==> src/rtl/detect_sched_if.sv <==
`default_nettype none
//------------------------------------------------------------------------------
// Module   : detect_sched_if
// Purpose  : Bundles the requester-side job bus and the result outputs of
//            detect_sched.
// Signals  : req      N_REQ        per-requester job request (level)
//            data     N_REQ*WIDTH  job words, requester k at [k*WIDTH +: WIDTH]
//            gnt      N_REQ        one-hot grant pulse
//            busy     1            job in progress
//            done     1            result-valid pulse
//            done_id  ID_W         index of the served requester
//            run_len  LEN_W        length of the first run of ones
//            locked   1            a 0 terminated the first run
// Modports : master (requester side), slave (scheduler side)
// Revision : 1.0 - initial release
//------------------------------------------------------------------------------
interface detect_sched_if #(
    parameter int N_REQ = 4,
    parameter int WIDTH = 8,
    parameter int LEN_W = 4,
    parameter int ID_W  = 2
) ();
    logic [N_REQ-1:0]       req;
    logic [N_REQ*WIDTH-1:0] data;
    logic [N_REQ-1:0]       gnt;
    logic                   busy;
    logic                   done;
    logic [ID_W-1:0]        done_id;
    logic [LEN_W-1:0]       run_len;
    logic                   locked;

    modport master (
        output req, data,
        input  gnt, busy, done, done_id, run_len, locked
    );

    modport slave (
        input  req, data,
        output gnt, busy, done, done_id, run_len, locked
    );
endinterface
`default_nettype wire

==> src/rtl/detect_sched.sv <==
`default_nettype none
//------------------------------------------------------------------------------
// Module   : detect_sched
// Purpose  : Round-robin scheduler sharing one serial run-detector among
//            N_REQ requesters. The granted word is shifted MSB-first through
//            the detector; the length of the first run of ones and whether a
//            0 terminated it (locked) are reported with a done pulse.
// Ports    : clk    - clock, rising edge
//            reset  - asynchronous active-low reset
//            bus    - detect_sched_if.slave (req/data in; gnt, busy, done,
//                     done_id, run_len, locked out)
// Options  : DETECT_SCHED_EARLY_LOCK_EN - when defined, the job ends as soon
//            as the detector locks; remaining bits are discarded.
// Revision : 1.0 - initial release
//------------------------------------------------------------------------------
module detect_sched #(
    parameter int N_REQ = 4,
    parameter int WIDTH = 8,
    parameter int LEN_W = 4,
    parameter int ID_W  = 2
) (
    input  wire logic      clk,
    input  wire logic      reset,
    detect_sched_if.slave  bus
);

    typedef enum logic [1:0] {
        IDLE   = 2'd0,
        SHIFT  = 2'd1,
        REPORT = 2'd2
    } ctrl_state_t;

    typedef enum logic [1:0] {
        D_IDLE = 2'd0,
        D_ONES = 2'd1,
        D_LOCK = 2'd2
    } det_state_t;

    ctrl_state_t        r_state;
    det_state_t         r_det;
    logic [ID_W-1:0]    r_ptr;
    logic [ID_W-1:0]    r_win;
    logic [WIDTH-1:0]   r_sr;
    logic [LEN_W-1:0]   r_bitcnt;
    logic [LEN_W-1:0]   r_runcnt;
    logic [N_REQ-1:0]   r_gnt;
    logic               r_busy;
    logic               r_done;
    logic [ID_W-1:0]    r_done_id;
    logic [LEN_W-1:0]   r_run_len;
    logic               r_locked;

    logic               w_found;
    int                 w_win_int;
    logic [N_REQ-1:0]   w_onehot;
    logic               w_x;
    logic               w_last_bit;
    logic               w_early;
    logic [ID_W-1:0]    w_ptr_next;

    // Rotating priority search: first set request at or above r_ptr, wrapping.
    always_comb begin
        w_found   = 1'b0;
        w_win_int = 0;
        for (int i = 0; i < N_REQ; i++) begin
            if (!w_found && bus.req[(int'(r_ptr) + i) % N_REQ]) begin
                w_found   = 1'b1;
                w_win_int = (int'(r_ptr) + i) % N_REQ;
            end
        end
        w_onehot = N_REQ'(1) << w_win_int;
    end

    assign w_x        = r_sr[WIDTH-1];
    assign w_last_bit = (r_bitcnt == LEN_W'(WIDTH - 1));
    assign w_ptr_next = (r_win == ID_W'(N_REQ - 1)) ? '0 : r_win + 1'b1;

`ifdef DETECT_SCHED_EARLY_LOCK_EN
    // The edge that feeds the terminating 0 is the one that enters D_LOCK.
    assign w_early = (r_det == D_ONES) && !w_x;
`else
    assign w_early = 1'b0;
`endif

    always_ff @(posedge clk or negedge reset) begin
        if (!reset) begin
            r_state   <= IDLE;
            r_det     <= D_IDLE;
            r_ptr     <= '0;
            r_win     <= '0;
            r_sr      <= '0;
            r_bitcnt  <= '0;
            r_runcnt  <= '0;
            r_gnt     <= '0;
            r_busy    <= 1'b0;
            r_done    <= 1'b0;
            r_done_id <= '0;
            r_run_len <= '0;
            r_locked  <= 1'b0;
        end else begin
            r_gnt  <= '0;
            r_done <= 1'b0;
            case (r_state)
                IDLE: begin
                    if (w_found) begin
                        r_sr     <= bus.data[w_win_int*WIDTH +: WIDTH];
                        r_gnt    <= w_onehot;
                        r_win    <= ID_W'(w_win_int);
                        r_det    <= D_IDLE;
                        r_bitcnt <= '0;
                        r_runcnt <= '0;
                        r_busy   <= 1'b1;
                        r_state  <= SHIFT;
                    end
                end
                SHIFT: begin
                    r_sr     <= {r_sr[WIDTH-2:0], 1'b0};
                    r_bitcnt <= r_bitcnt + 1'b1;
                    case (r_det)
                        D_IDLE: begin
                            if (w_x) begin
                                r_det    <= D_ONES;
                                r_runcnt <= r_runcnt + 1'b1;
                            end
                        end
                        D_ONES: begin
                            if (w_x) begin
                                r_runcnt <= r_runcnt + 1'b1;
                            end else begin
                                r_det <= D_LOCK;
                            end
                        end
                        default: begin
                            // D_LOCK absorbs every further bit.
                        end
                    endcase
                    if (w_last_bit || w_early) begin
                        r_state <= REPORT;
                    end
                end
                REPORT: begin
                    r_done    <= 1'b1;
                    r_done_id <= r_win;
                    r_run_len <= r_runcnt;
                    r_locked  <= (r_det == D_LOCK);
                    r_busy    <= 1'b0;
                    r_ptr     <= w_ptr_next;
                    r_state   <= IDLE;
                end
                default: begin
                    r_state <= IDLE;
                end
            endcase
        end
    end

    assign bus.gnt     = r_gnt;
    assign bus.busy    = r_busy;
    assign bus.done    = r_done;
    assign bus.done_id = r_done_id;
    assign bus.run_len = r_run_len;
    assign bus.locked  = r_locked;

endmodule
`default_nettype wire
==> src/flat_wrapper.sv <==
// flat-port wrapper written by rule: the top's interface ports become plain ports
module detect_sched_flat 
#(
    parameter int N_REQ = 4,
    parameter int WIDTH = 8,
    parameter int LEN_W = 4,
    parameter int ID_W  = 2
)
  (clk, reset, bus_req, bus_data, bus_gnt, bus_busy, bus_done, bus_done_id, bus_run_len, bus_locked);
  detect_sched_if #(.N_REQ(N_REQ), .WIDTH(WIDTH), .LEN_W(LEN_W), .ID_W(ID_W)) bus_i ();
  input  wire logic clk;
  input  wire logic reset;
  input wire logic [$bits(bus_i.req)-1:0] bus_req;
  input wire logic [$bits(bus_i.data)-1:0] bus_data;
  output wire logic [$bits(bus_i.gnt)-1:0] bus_gnt;
  output wire logic [$bits(bus_i.busy)-1:0] bus_busy;
  output wire logic [$bits(bus_i.done)-1:0] bus_done;
  output wire logic [$bits(bus_i.done_id)-1:0] bus_done_id;
  output wire logic [$bits(bus_i.run_len)-1:0] bus_run_len;
  output wire logic [$bits(bus_i.locked)-1:0] bus_locked;
  assign bus_i.req = bus_req;
  assign bus_i.data = bus_data;
  assign bus_gnt = bus_i.gnt;
  assign bus_busy = bus_i.busy;
  assign bus_done = bus_i.done;
  assign bus_done_id = bus_i.done_id;
  assign bus_run_len = bus_i.run_len;
  assign bus_locked = bus_i.locked;
  detect_sched #(.N_REQ(N_REQ), .WIDTH(WIDTH), .LEN_W(LEN_W), .ID_W(ID_W)) u_core (.clk(clk), .reset(reset), .bus(bus_i));
endmodule
==> config.mk <==
export PLATFORM = sky130hd
export DESIGN_NAME = detect_sched_flat
export DESIGN_NICKNAME = d
export VERILOG_FILES = /design/src/rtl/detect_sched_if.sv /design/src/rtl/detect_sched.sv /design/src/flat_wrapper.sv
export SDC_FILE = /design/constraint.sdc
export NUM_CORES = 1
export LEC_CHECK = 0
export ABC_CLOCK_PERIOD_IN_PS = 4900
export CAP_MARGIN = 20
export CORE_ASPECT_RATIO = 2
export CORE_MARGIN = 3
export CORE_UTILIZATION = 53
export CTS_BUF_LIST = sky130_fd_sc_hd__clkbuf_8
export DETAILED_ROUTE_END_ITERATION = 10
export PLACE_DENSITY_LB_ADDON = 0.15
export SLEW_MARGIN = 20
export SYNTH_ARGS = -nofsm -noshare
export SYNTH_HDL_FRONTEND = slang
export SYNTH_SLANG_ARGS = --single-unit
==> constraint.sdc <==
create_clock -name clk -period 4.9 [get_ports clk]
set_clock_uncertainty 0.05 [all_clocks]
set_input_delay 0.49 -clock clk [delete_from_list [all_inputs] [get_ports clk]]
set_output_delay 0.49 -clock clk [all_outputs]
set_load 0.02 [all_outputs]
==> impl_metrics.py <==
metrics = {
    "setup_path": {
        "critPathLaunchType": "primary input",
        "cp-startpoint": "bus_req[0]",
        "reg2reg_from": "u_core.r_ptr[0]",
        "cp.required_ps": 5000,
        "rr_worst_depth": 5,
        "endpoint_kind": "register",
        "critPathKind": "in -> reg",
        "cp.arrival_ps": 2560,
        "critPathMaxFanout": 21,
        "rrSetupSlack_ps": 2760,
        "r2r-end": "u_core.r_sr[4]",
    },
    "synthesis": {
        "syn-num-nets": 202,
        "ys_types": 44,
        "synthArstFlopShare_pct": 100,
        "syn_inst": 161,
        "synth.yosys.seq_area_share_pct": 49.9,
        "synth_edf_count": 0,
        "yosysWarnings": 0,
        "synth_flop_cell": "dfrtp_1",
        "netlist_area_sq_um": 1860,
        "syn_area_per_cell_sq_um": 11.5,
        "ys_ff_latch": 37,
    },
    "sta": {
        "fin_crit_sh_pct": 50.2,
        "slew_viol_final": 0,
        "tns_ps": 0,
        "setup_viol_count_final": 0,
        "fin_ws_ps": 2440,
        "rsz0062_at_grt": "false",
        "post-route-min-period_ps": 2460,
        "fmax_mhz": 406,
        "relSlewSlack_pct": 29.4,
        "tightest_slew_ps": 1060,
        "hold_viol_final": 0,
    },
    "drt": {
        "via_per_inst": 5.89,
        "antenna_left": 0,
        "drt_first_pass_iters": 4,
        "drt_wl_total_um": 3920,
        "via_count": 1432,
        "wl_per_cell_um": 16.1,
        "drt-initial-drc-count": 17,
        "drc": 0,
    },
    "placed_design": {
        "dp_worst_setup_slack_ps": 2100,
        "dpl-instance-area_sq_um": 2330,
        "numPortBuffers": 50,
        "routabilityCongestion": 0.768,
        "hpwl_um": 3150,
        "numPlacedInstances": 235,
    },
    "hold_path": {
        "worst_hold_path_type": "in -> async",
    },
    "run": {
        "cap_violations": 0,
    },
    "clock_network": {
        "cts_htree_levels": 2,
        "cts.sinks": 37,
        "cts_tree": "yes",
        "clockBufferDepth": 2,
        "numCtsBuffers": 5,
        "clk_latency_ps": 290,
        "clk_pin_slew_ps": 70,
        "postCtsHoldBufs": 0,
        "postCtsSetupBuffers": 0,
        "postCtsResizedCells": 0,
        "cts_root_buffer": "clkbuf_8",
    },
    "power": {
        "peakVddDrop_mv": 0.304,
        "power.total_mw": 1.20,
        "leakage_nw": 1.14,
        "power_density_nw_per_um2": 493,
    },
    "final_layout": {
        "drive_gt1_share_pct": 15.6,
        "nNetsFinal": 252,
        "multi_input_area_sq_um": 867,
        "diodes": 0,
        "final_cells": 243,
        "area_delta_synth_final_pct": 31.3,
        "fill_cells": 250,
        "final_design_area_no_fill_sq_um": 2440,
        "final-seq-area_sq_um": 926,
    },
    "global_route": {
        "grt_overflow": 0,
        "grt_antenna_before_repair": 0,
        "grt_start_max_net_pins": 38,
        "grt_usage_pct": 21.2,
        "grt_pass1_vias": 1541,
        "grt_pass1_wl_um": 6470,
    },
    "floorplan": {
        "die_h_um": 89.7,
        "start_util_pct": 56.8,
        "core_sq_um": 3270,
        "ioPinCount": 51,
        "die_area_sq_um": 4290,
        "rows": 29,
        "die_w_um": 47.8,
    },
    "outcome": {
        "outcome": "complete, no violations",
    },
}
flip-flops by register name, indices dropped and copies added (netlist names):
name / flops
u_core.r_sr: 8
u_core.bus.gnt: 4
u_core.bus.run_len: 4
u_core.r_bitcnt: 4
u_core.r_runcnt: 4
u_core.bus.done_id: 2
u_core.r_det: 2
u_core.r_ptr: 2
u_core.r_state: 2
u_core.r_win: 2
u_core.bus.busy: 1
u_core.bus.done: 1
u_core.bus.locked: 1
synth_stat cells, drive strengths merged (2+ instances only):
cell / number / area, sq um
o221ai: 7 / 67.6
dfrtp: 37 / 926
nand4: 2 / 12.5
nor2: 11 / 41.3
a21oi: 3 / 18.8
nor3b: 2 / 20.0
nand2b: 3 / 18.8
and3: 2 / 12.5
nor3: 3 / 31.3
nor2b: 5 / 43.8
buf: 6 / 47.5
ha: 3 / 37.5
inv: 2 / 7.51
xor2: 3 / 26.3
a22oi: 6 / 45.0
o21ai: 10 / 53.8
mux2: 8 / 90.1
nand2: 20 / 77.6
mux2i: 15 / 150
cells by family after synthesis:
group | after synthesis | synth area share (%)
AOI/OAI and AO/OA | 34 | 14.7
xor gates and xnor gates | 3 | 1.42
adders and majority gates | 3 | 2.02
buffers and inverters | 9 | 3.37
DFF | 37 | 49.9
muxes | 23 | 12.9
and+or+nand+nor | 52 | 15.6
worst max-delay path, stage by stage:
cell,delay [ps]
clkdlybuf4s50_1,540
nor2b_1,200
nor3b_2,80
o22ai_2,800
mux2i_1,310
o221ai_1,140
where the power goes:
group,internal (mW),switching (mW)
registers,0.406,0.0867
logic,0.230,0.246
clock network,0.127,0.105
total,0.763,0.438
layout by cell type, fill, tap and decap left out, types with 2 or more instances in the layout:
cell type        Yosys  layout
clkdlybuf4s50_1      0      49
nand4_1              2       2
nand2b_1             3       3
dfrtp_1             37      37
mux2i_1             15      15
nand2_1             19      19
mux2_2               8       8
nor2b_2              2       2
xor2_1               3       3
o21ai_0              8       8
nor2b_1              2       2
ha_1                 3       3
clkbuf_8             0       7
inv_1                2       2
and3_1               2       2
nor2_1              11      11
o221ai_1             6       6
a21oi_1              2       2
a22oi_1              6       6
per-layer routing:
metal  track usage, %  part of all wire (%)  up-vias  wire, um
met5                0                     0        -         0
met4             10.8                   2.7        0       107
met3             4.59                   4.7        9       184
met2             40.5                    60       49      2370
met1             18.7                    32      689      1260
li1                 -                     -      685         -
worst max path at each step:
stage	end	depth (start not counted)	slack, ps
floorplan	u_core.r_sr[0]	5	3280
global placement	u_core.r_sr[6]	6	2220
detailed placement	u_core.r_sr[4]	6	2100
CTS	u_core.r_sr[1]	6	2410
global route	u_core.r_sr[4]	6	2290
finish	u_core.r_sr[4]	6	2440
cell type report:
cell class	instances	share of cell area (%)
flip-flops and latches	37	38.0
multi-input cells	115	35.6
repair buffers	50	20.3
clock buffers	7	3.95
well taps	31	1.59
inverters	2	0.308
clock inverters	1	0.205
stage by stage:
stage / util (%) / hold WS [ps]
floorplan: - / 144
global placement: 71.5 / 410
detailed placement: 71.5 / 424
CTS: 74.6 / 252
global route: 74.6 / 294
finish: 74.6 / 233
(Power assumes the default switching activity.)
